===== src/rtl/control_cmd_dumprow.sv =====
// Row readback engine: streams the row address byte, then every pixel byte of that row
// (column and byte-select both descending), in the same order the row-load command consumes them.
module control_cmd_dumprow #(
  parameter int unsigned BYTES_PER_PIXEL = 2,
  parameter int unsigned PIXEL_WIDTH     = 64,
  parameter int unsigned ROW_WIDTH       = 5,
  localparam int unsigned COL_W = (PIXEL_WIDTH > 1) ? $clog2(PIXEL_WIDTH) : 1,
  localparam int unsigned PIX_W = (BYTES_PER_PIXEL > 1) ? $clog2(BYTES_PER_PIXEL) : 1
) (
  input  logic                 clk,
  input  logic                 reset,
  input  logic                 start,
  input  logic [ROW_WIDTH-1:0] row_in,
  output logic [ROW_WIDTH-1:0] row,
  output logic [COL_W-1:0]     column,
  output logic [PIX_W-1:0]     pixel,
  output logic                 ram_read_enable,
  input  logic [7:0]           ram_data,
  output logic [7:0]           tx_data,
  output logic                 tx_valid,
  input  logic                 tx_ready,
  output logic                 busy,
  output logic                 done
);

  localparam logic [COL_W-1:0] ColMax = COL_W'(PIXEL_WIDTH - 1);
  localparam logic [PIX_W-1:0] PixMax = PIX_W'(BYTES_PER_PIXEL - 1);

  typedef enum logic [2:0] {StIdle, StHeader, StIssue, StWait, StSend, StDone} state_e;

  state_e state;

  always_ff @(posedge clk or negedge reset) begin
    if (!reset) begin
      state           <= StIdle;
      row             <= '0;
      column          <= '0;
      pixel           <= '0;
      tx_data         <= '0;
      tx_valid        <= 1'b0;
      ram_read_enable <= 1'b0;
      busy            <= 1'b0;
      done            <= 1'b0;
    end else begin
      ram_read_enable <= 1'b0;
      done            <= 1'b0;
      case (state)
        StIdle: begin
          if (start) begin
            row      <= row_in;
            column   <= ColMax;
            pixel    <= PixMax;
            tx_data  <= 8'(row_in);
            tx_valid <= 1'b1;
            busy     <= 1'b1;
            state    <= StHeader;
          end
        end
        StHeader: begin
          if (tx_ready) begin
            tx_valid        <= 1'b0;
            ram_read_enable <= 1'b1;
            state           <= StIssue;
          end
        end
        StIssue: state <= StWait;
        StWait: begin
          tx_data  <= ram_data;
          tx_valid <= 1'b1;
          state    <= StSend;
        end
        StSend: begin
          if (tx_ready) begin
            tx_valid <= 1'b0;
            // Terminal test uses the pre-decrement counters so nothing ever wraps.
            if (column == '0 && pixel == '0) begin
              done  <= 1'b1;
              state <= StDone;
            end else begin
              if (pixel == '0) begin
                pixel  <= PixMax;
                column <= column - 1'b1;
              end else begin
                pixel <= pixel - 1'b1;
              end
              ram_read_enable <= 1'b1;
              state           <= StIssue;
            end
          end
        end
        StDone: begin
          busy  <= 1'b0;
          state <= StIdle;
        end
        default: state <= StIdle;
      endcase
    end
  end

endmodule


===== config.mk =====
export PLATFORM = sky130hd
export DESIGN_NAME = control_cmd_dumprow
export DESIGN_NICKNAME = d
export VERILOG_FILES = /design/src/rtl/control_cmd_dumprow.sv
export SDC_FILE = /design/constraint.sdc
export NUM_CORES = 1
export LEC_CHECK = 0
export CAP_MARGIN = 0
export CELL_PAD_IN_SITES_DETAIL_PLACEMENT = 0
export CELL_PAD_IN_SITES_GLOBAL_PLACEMENT = 1
export CORE_ASPECT_RATIO = 0.9
export CORE_MARGIN = 2
export CORE_UTILIZATION = 37
export DETAILED_ROUTE_END_ITERATION = 16
export PLACE_DENSITY_LB_ADDON = 0.05
export SLEW_MARGIN = 30
export SYNTH_ARGS = -nofsm -noshare
export SYNTH_HDL_FRONTEND = slang
export SYNTH_SLANG_ARGS = --single-unit

===== constraint.sdc =====
create_clock -name clk -period 4.4 [get_ports clk]
set_input_delay 0.66 -clock clk [delete_from_list [all_inputs] [get_ports clk]]
set_output_delay 0.66 -clock clk [all_outputs]
set_load 0.02 [all_outputs]

==> impl_summary.txt <==
----------------------------------------------------
[STA]
  Normalized max-slew margin ... ~65%
  Minimum period implied by the final worst setup slack ... ~2.1 ns
  Final setup slack of the worst path ... about 2.3 ns
  Final setup fails ... 0
  Count of endpoints failing hold in the final timing report ... 0
  Measured slew at the worst slew-check pin ... approximately 0.53 ns
  Clk_skew ... 0.00407 ns
  Fmax ... about 0.47 GHz
  Min Hold Slack ... slightly below 0.5 ns
  Max-slew violation count ... 0
  Setup Total Neg Slack ... 0 ns
  Fin crit share ... about half
  Setup repair after global routing missed its margin ... no

[Outcome]
  Result of the run ... complete, no violations

[Global route]
  Antenna violations before repair ... 0
  Vias in the first global route ... about 1100
  Total GRT Usage ... 16.4%
  Total grt overflow ... 0
  Largest net degree at the start of global routing ... 28
  First-pass GRT wire length ... ~4800 um

[Hold path]
  Startpoint of the worst hold path ... tx_data[1]
  Min-Delay Path Class ... reg -> reg

[Routing]
  Total routed wirelength ... approximately 2900 um
  Met3 wire length ... 108 um
  Highest metal layer with signal wires ... met4
  Pre-Repair DR Iteration Count ... 4
  Drt via density ... slightly above 5
  Number of remaining DRC errors ... 0
  Count of antenna-violating nets left after detailed routing ... 0
  Vias post-DR ... a little over 1000
  Routed length on met1 ... 1360 um
  Avg WL per Cell ... approximately 14 um
  Length of routed met2 wiring ... around 1400 um
  Iteration-0 DRC count of the detailed router ... 48

[Pwr]
  Leakage power of the design ... between 0.0007 and 0.0008 uW
  Net switching component of the power ... between 400 and 500 uW
  Power density cells ... between 600 and 700 nW/um2
  Maximum ir drop on the vdd rail ... 0.314 mV
  Share of power burned in registers ... 39.0%
  Internal power ... between 600 and 700 uW
  Sw frac ... 38.6%
  Share of power burned in combinational logic ... 48.1%
  Clock share of power ... between 10% and 20%

[Clock tree]
  CTS tree ... built
  Root buffer cell ... clkbuf_8
  H-tree level count ... 1
  Maximum buffer depth of the clock tree ... 2
  Clock Pin Slew Worst Setup and Hold Paths ... around 0.090 ns
  Number of post-CTS setup repair buffers ... 0
  CTS hold repair buffers ... 0
  Clock net sink count ... 27
  Clock buffers created by TritonCTS ... 3
  Clock insertion delay at the later pin of the skew report ... 0.27 ns
  Total of cells resized after clock tree synthesis ... 0

[Placement]
  DPL Wire Length ... about 2000 um
  Setup Slack @ Placement ... 1.96 ns
  Weighted congestion reported at the end of routability-driven placement ... 0.758
  Count of input and output buffers ... 40

[Synthesis]
  Post-synth top area share ... 53.6%
  Synthesized cell area ... 1260 um2
  Number of flops mapped to enable cells by yosys ... 0
  Proportion of synthesized chip area in sequential cells ... between 50% and 60%
  Cell with the most instances after synthesis ... dfrtp_1
  Syn nets ... ~130
  Per-instance average area after synthesis ... approximately 11 um2
  Dominant cell type by area after synthesis ... dfrtp_1
  Cell types occupying the most area after synthesis ... dfrtp_1 (54%), a22o_1 (5.6%), mux2_2 (4.5%)
  Yosys warning count ... 0
  Asr flop ratio synth ... 100%
  Leading cell types by count after synthesis ... dfrtp_1 (27), o21ai_0 (9), a22o_1 (8)
  Ys flop type ... dfrtp_1
  Number of register bits inferred by synthesis ... 27
  Cells after Synth ... 116
  Cell variety after synth ... 36

[Floorplanning]
  Number of standard-cell rows in the floorplan ... 20
  Area of the core ... approximately 3300 um2
  X dimension of the die ... between 60 and 70 um
  Vertical die dimension ... just under 60 um
  Total Die Area ... between 3000 and 4000 um2
  Initial core utilization ... a little under two fifths
  Number of ports placed on the die boundary ... 41

[Finish]
  Final cell utilization of the core ... about 52%
  Area grow syn2layout ... 38.5%
  Filler Cell Count ... ~320
  Total number of nets in the final design ... between 150 and 200
  Fraction of final layout cells with drive strength greater than 1 ... about 13%
  Antenna diodes ... 0

[Worst setup path]
  CP Capture Type ... flip-flop
  Startpoint class of the critical path ... primary input
  Launching point of the worst reg2reg path ... column[0]
  CP Class ... in -> reg
  Crit path arrival time ... 2.29 ns
  Data required time of the critical path ... between 4 and 5 ns
  Worst setup path startpoint ... start
  Crit path max fanout ... 12

[Job]
  Max-capacitance violation count ... 0

----------------------------------------------------
-- through the flow --
step	total power (uW)	std cells	area, um2
after floorplan	725	116	1260
after global placement	945	196	1700
after detailed placement	959	196	1700
after CTS	1100	200	1750
after global routing	1160	200	1750
final	1090	200	1750
-- state kept, by name (all words and copies together), names as in the netlist --
signal,cells
pixel,1
state,3
busy,1
tx_data,8
ram_read_enable,1
row,5
tx_valid,1
done,1
column,6
-- critical path, stage by stage --
cell and delay, ns:
clkdlybuf4s50_1 0.55, and3_1 0.50, and2b_4 0.29, mux2_4 0.29
-- per-layer routing --
layer	track usage, %	up-vias
li1	-	502
met1	21.2	505
met3	4.37	2
met5	0	-
met2	28.0	24
met4	3.27	0
-- cell type report --
cell class	instances	area, um2	share of cell area, %
inverters	6	22.5	1.29
well taps	44	55.1	3.15
flip-flops and latches	27	676	38.7
clock buffers	4	45.0	2.58
repair buffers	41	408	23.4
multi-input cells	78	539	30.9
-- path summary, 6_finish.rpt --
check	endpoint	slack (ns)	depth (start not counted)
max	column[1]	2.26	4
min	tx_data[1]	0.48	1
max reg2reg	column[1]	2.34	6
min reg2reg	tx_data[1]	0.48	1
max in group asynchronous	column[2]	3.38	2
min in group asynchronous	tx_valid	0.76	2
-- power by group through the flow --
stage	sequential, uW	clock, uW	combinational (uW)
after detailed placement	429	0	529
after floorplan	496	0	229
final	424	140	522
after global routing	439	151	572
after CTS	425	145	530
after global placement	427	0	518
-- cells by family after synthesis --
kind of cell    Yosys count  synth area share (%)
buf+inv                  11                  3.57
simple gates             31                  14.3
fa+ha+maj                 1                 0.993
mux                       6                  5.66
flops                    27                  53.6
compound gates           40                  21.8
-- layout by cell type, fill, tap and decap left out, drive strengths merged --
| master | count |
|---|---|
| or2 | 1 |
| a31o | 2 |
| o22ai | 1 |
| o21a | 1 |
| o21ai | 11 |
| o211ai | 1 |
| nor2b | 2 |
| a21o | 6 |
| and4 | 2 |
| nand2b | 1 |
| nand2 | 6 |
| nand3 | 2 |
| mux2 | 6 |
| ha | 1 |
| buf | 1 |
| a31oi | 2 |
| or3b | 1 |
| clkdlybuf4s50 | 40 |
| inv | 6 |
| nor3 | 3 |
| and3 | 1 |
| or3 | 2 |
| a211oi | 2 |
| nor4b | 1 |
| o311ai | 1 |
| a22o | 8 |
| a21oi | 5 |
| clkbuf | 4 |
| dfrtp | 27 |
| and2b | 1 |
| nor2 | 8 |
Power figures use the tool's default switching activity.
